## src/rtl/alu_pkg.sv

```systemverilog
// Shared definitions for the ALU operation sequencer: opcodes, FSM encoding,
// settle-count defaults and small decode helpers.
package alu_pkg;

  localparam logic [3:0] OP_DIV = 4'd0;
  localparam logic [3:0] OP_MUL = 4'd1;
  localparam logic [3:0] OP_ADD = 4'd2;
  localparam logic [3:0] OP_SUB = 4'd3;
  localparam logic [3:0] OP_SHL = 4'd4;
  localparam logic [3:0] OP_SHR = 4'd5;
  localparam logic [3:0] OP_ROR = 4'd6;
  localparam logic [3:0] OP_ROL = 4'd7;
  localparam logic [3:0] OP_OR  = 4'd8;
  localparam logic [3:0] OP_NEG = 4'd9;
  localparam logic [3:0] OP_AND = 4'd10;
  localparam logic [3:0] OP_NOT = 4'd11;

  localparam int unsigned BASIC_CYCLES_DEF = 1;
  localparam int unsigned MUL_CYCLES_DEF   = 4;
  localparam int unsigned DIV_CYCLES_DEF   = 8;
  localparam int          CNT_W_DEF        = 4;

  typedef enum logic [1:0] {
    ST_IDLE    = 2'd0,
    ST_EXEC    = 2'd1,
    ST_CAPTURE = 2'd2,
    ST_RESP    = 2'd3
  } seq_state_t;

  // PC increment is a plain adder path, so it always uses the basic settle time.
  function automatic int unsigned settle_cycles(input logic [3:0]  op,
                                                input logic        inc_pc,
                                                input int unsigned basic_c,
                                                input int unsigned mul_c,
                                                input int unsigned div_c);
    if (inc_pc)
      return basic_c;
    else if (op == OP_DIV)
      return div_c;
    else if (op == OP_MUL)
      return mul_c;
    return basic_c;
  endfunction

  // Codes above OP_NOT have no ALU function unless the PC-increment select overrides them.
  function automatic logic op_is_illegal(input logic [3:0] op, input logic inc_pc);
    return !inc_pc && (op > OP_NOT);
  endfunction

  // Only divide and multiply drive the upper half of Z.
  function automatic logic op_is_wide(input logic [3:0] op, input logic inc_pc);
    return !inc_pc && ((op == OP_DIV) || (op == OP_MUL));
  endfunction

endpackage

```

## src/rtl/alu_settle_counter.sv

```systemverilog
// Loadable down-counter timing the ALU settle window; term flags the last cycle.
module alu_settle_counter #(
  parameter int CNT_W = 4
) (
  input  logic             Clk,
  input  logic             Clr,
  input  logic             load,
  input  logic [CNT_W-1:0] load_val,
  input  logic             en,
  output logic             term
);

  logic [CNT_W-1:0] count;

  // Load takes priority over counting; the counter parks at zero.
  always_ff @(posedge Clk) begin
    if (Clr)
      count <= '0;
    else if (load)
      count <= load_val;
    else if (en && (count != '0))
      count <= count - 1'b1;
  end

  assign term = (count == CNT_W'(1));

endmodule

```

## src/rtl/alu_op_sequencer.sv

```systemverilog
// Sequences one operation at a time through the shared 32-bit ALU: latch operands,
// wait a per-opcode settle time, capture Z, hold it until the consumer takes it.
// Build option: define ALU_SEQ_DIV0_TRAP_EN to answer divide-by-zero directly
// with an error response instead of stepping the ALU.
//
// state      | meaning
// -----------+-------------------------------------------------------------
// ST_IDLE    | ready for a request; ALU operand registers hold last values
// ST_EXEC    | operands stable on the ALU, settle counter running
// ST_CAPTURE | ALU settled; Z is sampled on this cycle's edge
// ST_RESP    | result (or error) presented until resp_ready
module alu_op_sequencer
  import alu_pkg::*;
#(
  parameter int unsigned BASIC_CYCLES = BASIC_CYCLES_DEF,
  parameter int unsigned MUL_CYCLES   = MUL_CYCLES_DEF,
  parameter int unsigned DIV_CYCLES   = DIV_CYCLES_DEF,
  parameter int          CNT_W        = CNT_W_DEF
) (
  input  logic        Clk,
  input  logic        Clr,
  input  logic        req_valid,
  output logic        req_ready,
  input  logic [3:0]  req_op,
  input  logic        req_inc_pc,
  input  logic [31:0] req_a,
  input  logic [31:0] req_b,
  output logic [31:0] alu_reg1,
  output logic [31:0] alu_reg2,
  output logic [3:0]  alu_control,
  output logic        alu_inc_pc,
  input  logic [31:0] alu_z_high,
  input  logic [31:0] alu_z_low,
  output logic        resp_valid,
  input  logic        resp_ready,
  output logic [31:0] z_high,
  output logic [31:0] z_low,
  output logic        busy,
  output logic        err_illegal
);

  seq_state_t       state, state_next;
  logic             accept;
  logic             op_illegal;
  logic             div0_trap;
  logic             start_exec;
  logic             start_err;
  logic             cnt_term;
  logic [CNT_W-1:0] cnt_load_val;

  assign accept     = req_valid && (state == ST_IDLE);
  assign op_illegal = op_is_illegal(req_op, req_inc_pc);

`ifdef ALU_SEQ_DIV0_TRAP_EN
  assign div0_trap = !req_inc_pc && (req_op == OP_DIV) && (req_b == '0);
`else
  assign div0_trap = 1'b0;
`endif

  // Error responses skip the ALU entirely and go straight to RESP.
  assign start_exec   = accept && !op_illegal && !div0_trap;
  assign start_err    = accept && (op_illegal || div0_trap);
  assign cnt_load_val = CNT_W'(settle_cycles(req_op, req_inc_pc,
                                             BASIC_CYCLES, MUL_CYCLES, DIV_CYCLES));

  alu_settle_counter #(
    .CNT_W (CNT_W)
  ) u_settle (
    .Clk      (Clk),
    .Clr      (Clr),
    .load     (start_exec),
    .load_val (cnt_load_val),
    .en       (state == ST_EXEC),
    .term     (cnt_term)
  );

  // State register.
  always_ff @(posedge Clk) begin
    if (Clr)
      state <= ST_IDLE;
    else
      state <= state_next;
  end

  // Next-state decode and handshake outputs.
  always_comb begin
    state_next = state;
    req_ready  = 1'b0;
    resp_valid = 1'b0;
    busy       = 1'b1;
    case (state)
      ST_IDLE: begin
        req_ready = 1'b1;
        busy      = 1'b0;
        if (start_exec)
          state_next = ST_EXEC;
        else if (start_err)
          state_next = ST_RESP;
      end
      ST_EXEC: begin
        if (cnt_term)
          state_next = ST_CAPTURE;
      end
      ST_CAPTURE: begin
        state_next = ST_RESP;
      end
      ST_RESP: begin
        resp_valid = 1'b1;
        if (resp_ready)
          state_next = ST_IDLE;
      end
      default: state_next = ST_IDLE;
    endcase
  end

  // Operand, result and error registers.
  always_ff @(posedge Clk) begin
    if (Clr) begin
      alu_reg1    <= '0;
      alu_reg2    <= '0;
      alu_control <= OP_ADD;
      alu_inc_pc  <= 1'b0;
      z_high      <= '0;
      z_low       <= '0;
      err_illegal <= 1'b0;
    end else begin
      if (start_exec) begin
        alu_reg1    <= req_a;
        alu_reg2    <= req_b;
        alu_control <= req_op;
        alu_inc_pc  <= req_inc_pc;
      end
      if (start_err) begin
        err_illegal <= 1'b1;
        if (div0_trap) begin
          z_high <= req_a;
          z_low  <= '1;
        end else begin
          z_high <= '0;
          z_low  <= '0;
        end
      end
      if (state == ST_CAPTURE) begin
        z_low <= alu_z_low;
        if (op_is_wide(alu_control, alu_inc_pc))
          z_high <= alu_z_high;
      end
      if ((state == ST_RESP) && resp_ready)
        err_illegal <= 1'b0;
    end
  end

endmodule
```

## config.mk

```make
export PLATFORM = sky130hd
export DESIGN_NAME = alu_op_sequencer
export DESIGN_NICKNAME = d
export VERILOG_FILES = /design/src/rtl/alu_pkg.sv /design/src/rtl/alu_settle_counter.sv /design/src/rtl/alu_op_sequencer.sv
export SDC_FILE = /design/constraint.sdc
export NUM_CORES = 1
export LEC_CHECK = 0
export CAP_MARGIN = 20
export CORE_MARGIN = 2
export CORE_UTILIZATION = 42
export DETAILED_ROUTE_END_ITERATION = 16
export HOLD_SLACK_MARGIN = 0.12
export PLACE_DENSITY_LB_ADDON = 0.3
export SLEW_MARGIN = 30
export SYNTH_ARGS = -nofsm -noshare
export SYNTH_HDL_FRONTEND = slang
export SYNTH_SLANG_ARGS = --single-unit
```

## constraint.sdc

```tcl
create_clock -name Clk -period 3.15 [get_ports Clk]
set_input_delay 0.315 -clock Clk [delete_from_list [all_inputs] [get_ports Clk]]
set_output_delay 0.315 -clock Clk [all_outputs]
set_load 0.02 [all_outputs]
```

==> results.cfg <==
[worst_hold_path]
min_path_cells = 2
hold_class = input pin to flip-flop
min_from = Clr
whs_endpoint = alu_reg1[11]$_SDFFE_PP0P_

[route]
avgViaCountPerCell = 5.011
drtAntennaViolNets = 0
avgRoutedWirePerCell_um = 15.47
drt-met1-wl_um = 6257
drt_pass1_iterations = 4
drt-total-wl_um = 16550
wl_met3_um = 1285
drc = 0
drt_first_iter_violations = 330
route.met2.wl_um = 8492
vias = 5362
top_layer = met4

[status]
status = completed

[cts]
clkLatencyLatePin_ns = 0.42
cts_resized = 0
cts_max_path_buffers = 2
cts_hold_buf = 0
cts.sinks = 140
numCtsBuffers = 17
path_clk_slew_ns = 0.05
root_buffer = clkbuf_16
post-cts-setup-buffers = 0
cts_tree = done
htreeDepth = 4

[critical_path]
worst-setup-path-type = flip-flop to output pin
path_max_fanout = 5
r2r_setup_slack_ns = 0.97
reg2regPathDepth = 7
r2r-end = z_high[17]$_SDFF_PP0_
endpoint_kind = output pin
arrival_ns = 1.89
crit_required_ns = 2.83
reg2reg_from = state[0]$_SDFFE_PP0P_
crit_path_start_kind = flip-flop

[power_and_ir_drop]
power.leakage_nw = 3.058
p_clk_share_pct = 31.9
power_frac_comb_pct = 33.3
seqPwrFrac_pct = 34.8
intPower_w = 0.004324
switching_share_pct = 31.86
p_per_area_nw_per_um2 = 736.6
p_switching_w = 0.002022
irDropWorstVdd_mv = 0.4707

[sta]
setup-tns-final_ns = 0
finalHoldViolations = 0
fmax_ghz = 0.4527
period_share_pct = 70.12
rsz0062_at_grt = false
post-route-min-period_ns = 2.209
tightestPinTransition_ns = 0.6471
slew_violations = 0
setup_viol = 0
finClkSkew_ns = 0.007171
slew_headroom_pct = 56.86

[place]
globalplace.congestion = 0.8409
place_area_um2 = 8010
numPortBuffers = 273
dp_hpwl_um = 11660
dpl.cell_count = 1038

[floorplanning]
initial_core_util_pct = 43.15
io_pins = 274
core_um2 = 12060
die_area_um2 = 13300
die_y_um = 115.3
fp.dieW_um = 115.3
std_cell_rows = 40

[global_route]
antenna_found_initial = 0
grt_remaining_overflow = 0
grt_pass1_vias = 5306
grt_first_pass_wirelength_um = 25450
grt_max_degree = 65
grt.total_usage_pct = 24.48

[yosys]
yosys-top-cells-count = 200 x nand2_1, 140 x dfxtp_1, 132 x a21oi_1
yosys_warnings = 0
yosysTopAreaCellShare_pct = 53.85
seq_area_frac_synth_pct = 53.85
synth.most_common_cell = nand2_1
synth.avg_cell_area_um2 = 8.146
syn_area_um2 = 5205
synthArstFlopShare_pct = 0
synth_edf_count = 0
synth_flop_cell = dfxtp_1
synth_cell_types = 32
syn-num-nets = 783
netlist_top_cells_area = dfxtp_1 54%, nand2_1 14%, a21oi_1 13%
synth_largest_area_cell = dfxtp_1
synthCells = 639
synth-seq-cells = 140

[final_layout]
fin_area_um2 = 8616
nets = 1033
area_delta_synth_final_pct = 65.53
n_antenna_cell = 0
instances_no_fill = 1070
drive_gt1_share_pct = 4.545

[flow_run]
maxCapViolations = 0
==> critical path, stage by stage, from the launching register on <==
cell             delay (ns)
dfxtp_1                0.38
inv_1                  0.12
ha_1                   0.31
inv_1                  0.09
clkdlybuf4s50_1        0.59
==> sequential cells by signal (all words and copies together) (netlist names) <==
register	count
alu_reg2	32
alu_control	4
err_illegal	1
alu_reg1	32
alu_inc_pc	1
state	2
z_high	32
u_settle.count	4
z_low	32
==> metal layers <==
layer / GRT usage [%] / vias up
li1: - / 2625
met1: 25.83 / 2483
met2: 43.08 / 214
met3: 8.803 / 40
met4: 12.05 / 0
met5: 0 / -
==> layout make-up <==
class	instances	area [um^2]
Fill cell	897	3446
Tap cell	168	210.2
Timing Repair Buffer	282	2810
Clock inverter	7	110.1
Inverter	8	30.03
Multi-Input combinational cell	440	2157
Sequential cell	140	2803
Clock buffer	25	495.5
==> through the flow <==
| stage | power [W] | setup slack (ns) | hold WS (ns) | util (%) |
|---|---|---|---|---|
| final | 0.006346 | 0.9412 | 0.4221 | 71.43 |
| after detailed placement | 0.004338 | 0.8998 | 0.4470 | 66.41 |
| after global placement | 0.004263 | 0.9459 | 0.4408 | 66.41 |
| after CTS | 0.006390 | 0.9329 | 0.4118 | 71.43 |
| after global routing | 0.006678 | 0.7890 | 0.4406 | 71.43 |
| after floorplan | 0.003434 | 1.401 | 0.4151 | - |
==> cells in the final DEF (no fill, tap or decap), types with 2 or more instances in the layout <==
master | Yosys | routed
o31ai_1 | 2 | 2
inv_1 | 8 | 8
nand2b_1 | 3 | 2
nor3_1 | 2 | 2
clkdlybuf4s50_1 | 0 | 272
clkbuf_8 | 0 | 4
a211oi_1 | 3 | 3
bufinv_16 | 0 | 3
nand3_1 | 35 | 35
nand2_1 | 200 | 199
dfxtp_1 | 140 | 140
nand3b_1 | 32 | 32
clkinv_2 | 0 | 4
a21oi_1 | 132 | 132
buf_4 | 1 | 9
nor2_1 | 6 | 6
o221a_1 | 2 | 2
ha_1 | 7 | 7
clkbuf_1 | 26 | 4
clkbuf_16 | 0 | 17
==> how the worst max path moves through the flow <==
stage / slack (ns) / cells after the start / endpoint / start
floorplan: 1.40 / 9 / alu_reg1[15]$_SDFFE_PP0P_ / state[0]$_SDFFE_PP0P_
global placement: 0.95 / 6 / u_settle.count[3]$_SDFFE_PP0P_ / req_op[2]
detailed placement: 0.90 / 6 / alu_reg1[0]$_SDFFE_PP0P_ / req_op[3]
CTS: 0.93 / 4 / busy / state[0]$_SDFFE_PP0P_
global route: 0.79 / 7 / z_high[17]$_SDFF_PP0_ / state[0]$_SDFFE_PP0P_
finish: 0.94 / 4 / busy / state[0]$_SDFFE_PP0P_
==> power by group through the flow <==
stage | combinational (W) | sequential (W) | clock [W]
5_1_grt | 0.00229 | 0.00224 | 0.00215
3_5_place_dp | 0.00210 | 0.00224 | 0
3_3_place_gp | 0.00204 | 0.00222 | 0
4_1_cts | 0.00212 | 0.00220 | 0.00206
6_report | 0.00211 | 0.00221 | 0.00203
2_1_floorplan | 0.000934 | 0.00250 | 0
==> cell families after synthesis <==
kind of cell / Yosys count / share of synthesized area, %
AND/OR/NAND/NOR: 285 / 24.33
adder cells (fa/ha/maj): 7 / 1.683
XOR/XNOR: 1 / 0.1683
AO/OA/AOI/OAI: 147 / 15.07
flip-flops: 140 / 53.85
buffers and inverters: 59 / 4.904
No activity file was read; power rests on OpenSTA's default activity.
==> patch 1 (config.mk and constraints unchanged) <==
The package constant `CNT_W_DEF` goes from 4 to 6.
--- a/src/rtl/alu_pkg.sv
+++ b/src/rtl/alu_pkg.sv
@@ -19,5 +19,5 @@
   localparam int unsigned MUL_CYCLES_DEF   = 4;
   localparam int unsigned DIV_CYCLES_DEF   = 8;
-  localparam int          CNT_W_DEF        = 4;
+  localparam int          CNT_W_DEF        = 6;
 
   typedef enum logic [1:0] {
Formal check against the unedited RTL: same outputs for any inputs over 4 cycles, from zero or initial values; that may be too few to reach the edited logic, so the function may still have changed.
==> patch 1 against the unedited design <==
- sequential cell count up 2
- global-route usage decreased by 1.9 points
- area after synthesis rose by 2.7%
- setup slack worse by 0.12 ns
- hold slack better by 0.014 ns
- total power down 0.28%
- design area increased by 1.8%
- routed wire length shrank 2.3%
- combinational power decreased by 5%
- critical endpoint is now alu_reg2[15]
==> patch 1: results (changes against the unedited design) <==
- CP arrival: 2.67 ns (+0.78 ns)
- Worst Setup EP: alu_reg2[15]
- Headroom to the max-slew limit: 0.386 (-0.183)
- Via count: 5,402 (+0.75%)
- Clk pwr: 2.10 mW (+3%)
- Clock buffer depth: 2 (unchanged)
- Met1 Track Usage GR: 0.237 (-0.0216)
- Reported net switching power: 1.99 mW (-1.8%)
- Syn nets: 793 (+1.3%)
- Synth unique cells: 39 (+22%)
- Nets@finish: 1,041 (+0.77%)
- GR met3 Demand/Resource: 0.0767 (-0.0113)
- Worst hold stages: 3 (+1)
- Drt total wl: 16.2 mm (-2.3%)
- Area contributors post-synth: dfxtp_1, nand2_1, a21oi_1
- Skew final: 0.0132 ns (+0.00605 ns)
- Register area share after synthesis: 0.532 (-0.00663)
- Peak VDD IR: 0.408 mV (-13%)
- Vias in the first global route: 5,141 (-3.1%)
- Reg2Reg Setup Slack: 0.82 ns (-0.15 ns)
- Area of the die: 13,600 sq um (+2.6%)
- Layout cells sized above 1: 0.0539 (+0.00845)
- Total GRT Usage: 0.226 (-0.0191)
- HPWL reported at the end of detailed placement: 11.3 mm (-3.0%)
- Outcome: finished, final reports clean
- Metal1 wirelength: 6.00 mm (-4.1%)
- First-pass GRT wire length: 24.2 mm (-5.0%)
- Grt met2 use: 0.403 (-0.0281)
- Crit-path max FO: 34 (+29)
- Routed wl met3: 1.26 mm (-1.9%)
- TritonRoute pass-1 iters: 5 (+1)
- Final Wtd Congestion: 0.815 (-3.1%)
- Hold Path Sink: z_high[21]
patch 1: cell types whose count changed after synthesis, moves of 2 or more:
cell / change
buf_1: +2
clkbuf_1: -2
dfxtp_1: +2
nand2b_1: -2
o31ai_1: -2
xnor2_1: +2
patch 1: area by class of cell:
| class | instances | area [sq um] |
|---|---|---|
| inverters | 7 | 26.3 |
| well taps | 172 | 215 |
| repair buffers | 281 | 2800 |
| multi-input cells | 447 | 2260 |
| clock inverters | 11 | 164 |
| clock buffers | 21 | 460 |
| flip-flops and latches | 142 | 2840 |
| fillers | 992 | 3740 |
patch 1: metrics by stage:
step | hold slack, ns | instance area (sq um) | power (mW) | instances | worst slack (ns)
6_report | 0.437 | 8770 | 6.33 | 1081 | 0.818
5_1_grt | 0.439 | 8770 | 6.64 | 1081 | 0.635
4_1_cts | 0.429 | 8770 | 6.37 | 1081 | 0.810
3_5_place_dp | 0.447 | 8150 | 4.26 | 1049 | 0.673
3_3_place_gp | 0.440 | 8150 | 4.19 | 1049 | 0.771
2_1_floorplan | 0.391 | 5350 | 3.40 | 648 | 1.35
patch 1: critical path, stage by stage (launching register included):
cell and delay, ns:
dfxtp_1 0.37, inv_1 0.11, ha_1 0.26, and2_0 0.29, nand2b_2 0.48, buf_4 0.43, nand2_1 0.10, a21oi_1 0.19
patch 1: kinds of logic (layout without fill, tap and decap cells):
| kind of cell | count (synthesis) | count (layout) | synth area share |
|---|---|---|---|
| simple gates | 285 | 285 | 0.241 |
| xor+xnor | 3 | 3 | 0.00492 |
| fa+ha+maj | 8 | 8 | 0.0187 |
| buf+inv | 59 | 320 | 0.0485 |
| compound gates | 150 | 150 | 0.153 |
| flops | 142 | 142 | 0.532 |
| mux | 1 | 1 | 0.00187 |
==> patch 2 (config.mk and constraints unchanged) <==
Made on the original files. Re-encode `seq_state_t` (4 states) as Gray code, 2 bits wide.
--- a/src/rtl/alu_pkg.sv
+++ b/src/rtl/alu_pkg.sv
@@ -22,8 +22,8 @@
 
   typedef enum logic [1:0] {
-    ST_IDLE    = 2'd0,
-    ST_EXEC    = 2'd1,
-    ST_CAPTURE = 2'd2,
-    ST_RESP    = 2'd3
+    ST_IDLE    = 2'b00,
+    ST_EXEC    = 2'b01,
+    ST_CAPTURE = 2'b11,
+    ST_RESP    = 2'b10
   } seq_state_t;
 
Function: no difference found for any inputs over 4 cycles, from zero or initial values; so few cycles prove little.
==> patch 2 against the unedited design <==
- setup slack better by 0.052 ns
- sequential cell count unchanged
- design area down 2.8%
- global-route usage down 0.67 points
- critical path type unchanged
- area after synthesis down 2.0%
- routed wire length down 3.9%
- critical path depth down 2
Power is not compared: it rests on default switching activity, and its combinational part moved more than twofold at a synthesized area within 25%.
==> patch 2: results (changes against the unedited design) <==
- Total GRT Usage: 0.238 (-0.00673)
- Syn nets: 778 (-0.64%)
- Initial DRC count: 389 (+18%)
- Place WS: 0.857 ns (-0.0424 ns)
- Worst hold stages: 3 (+1)
- Critical R2R Launch: state[1]
- Commonest cells post-synth: nand2_1, dfxtp_1, a21oi_1
- Skew final: 0.00286 ns (-0.00431 ns)
- TritonRoute pass-1 iters: 7 (+3)
- Routed wire length per instance: 15.3 microns (-1.3%)
- Layout cells sized above 1: 0.0447 (-0.000712)
- CP arrival: 1.84 ns (-0.05 ns)
- Final Wtd Congestion: 0.802 (-4.6%)
- CP peak stage delay: 0.66 ns (+0.07 ns)
- Placed Instances: 1,012 (-2.5%)
- Register area share after synthesis: 0.550 (+0.0111)
- Area grow syn2layout: 64.3%
- Synth unique cells: 29 (-9.4%)
- Synthesis Warnings: 0 (unchanged)
- Outcome: finished, final reports clean
- Area contributors post-synth: dfxtp_1, nand2_1, a21oi_1
- Largest net degree at the start of global routing: 89 (+37%)
- First-pass GRT wire length: 24.6 mm (-3.4%)
- R2R depth: 5 (-2)
- Vias in the first global route: 5,066 (-4.5%)
- Actual slew at the worst max-slew pin: 0.900 ns (+0.253 ns)
- Hold path start: req_b[10]
- Via count: 5,332 (-0.56%)
- Vias/cell: 5.12 (+2.2%)
- HPWL reported at the end of detailed placement: 11.2 mm (-3.9%)
[patch 2: final timing paths]
kind | slack (ns) | to
worst max-delay path | 0.99 | resp_valid
worst min-delay path | 0.45 | alu_reg2[10]
worst max register to register | 1.26 | alu_reg2[25]
worst min register to register | 0.45 | alu_reg1[22]
[patch 2: layout make-up]
type                       count  area share
timing repair buffer         280       0.335
sequential                   140       0.335
multi-input combinational    441       0.245
clock buffer                  27      0.0600
tap                          147      0.0220
inverter                       4     0.00179
clock inverter                 2     0.00119
[patch 2: per-stage QoR]
stage / power, mW / cell area, sq um / utilization
final: 4.42 / 8380 / 0.703
after global routing: 4.60 / 8380 / 0.703
after CTS: 4.46 / 8370 / 0.703
after detailed placement: 2.71 / 7860 / 0.660
after global placement: 2.69 / 7860 / 0.660
after floorplan: 2.30 / 5100 / -
[patch 2: per-layer routing]
layer / vias up / global-route usage / routed length (microns)
met1: 2451 / 0.266 / 6190
li1: 2599 / - / -
met3: 25 / 0.0937 / 1580
met2: 257 / 0.409 / 7830
met4: 0 / 0.0919 / 302
met5: - / 0 / 0
[patch 2: power groups by stage]
stage               registers, mW  clock network, mW  logic (mW)
global route                 1.93               1.85       0.816
CTS                          1.92               1.78       0.761
global placement             1.95                  0       0.742
finish                       1.92               1.74       0.756
detailed placement           1.95                  0       0.755
floorplan                    2.04                  0       0.261
[patch 2: logic make-up (layout without fill, tap and decap cells)]
group           Yosys count  after routing  share of synthesized area
flops                   140            140                      0.550
compound gates          140            140                      0.143
simple gates            296            296                      0.246
mux                       1              1                    0.00221
fa+ha+maj                 2              2                    0.00491
buf+inv                  58            313                     0.0513
xor+xnor                  2              2                    0.00344
[patch 2: critical path, delay by kind of cell (launching register included)]
kind | cells | cell delay, ns
buffers and inverters | 1 | 0.66
DFF | 1 | 0.51
and+or+nand+nor | 1 | 0.26
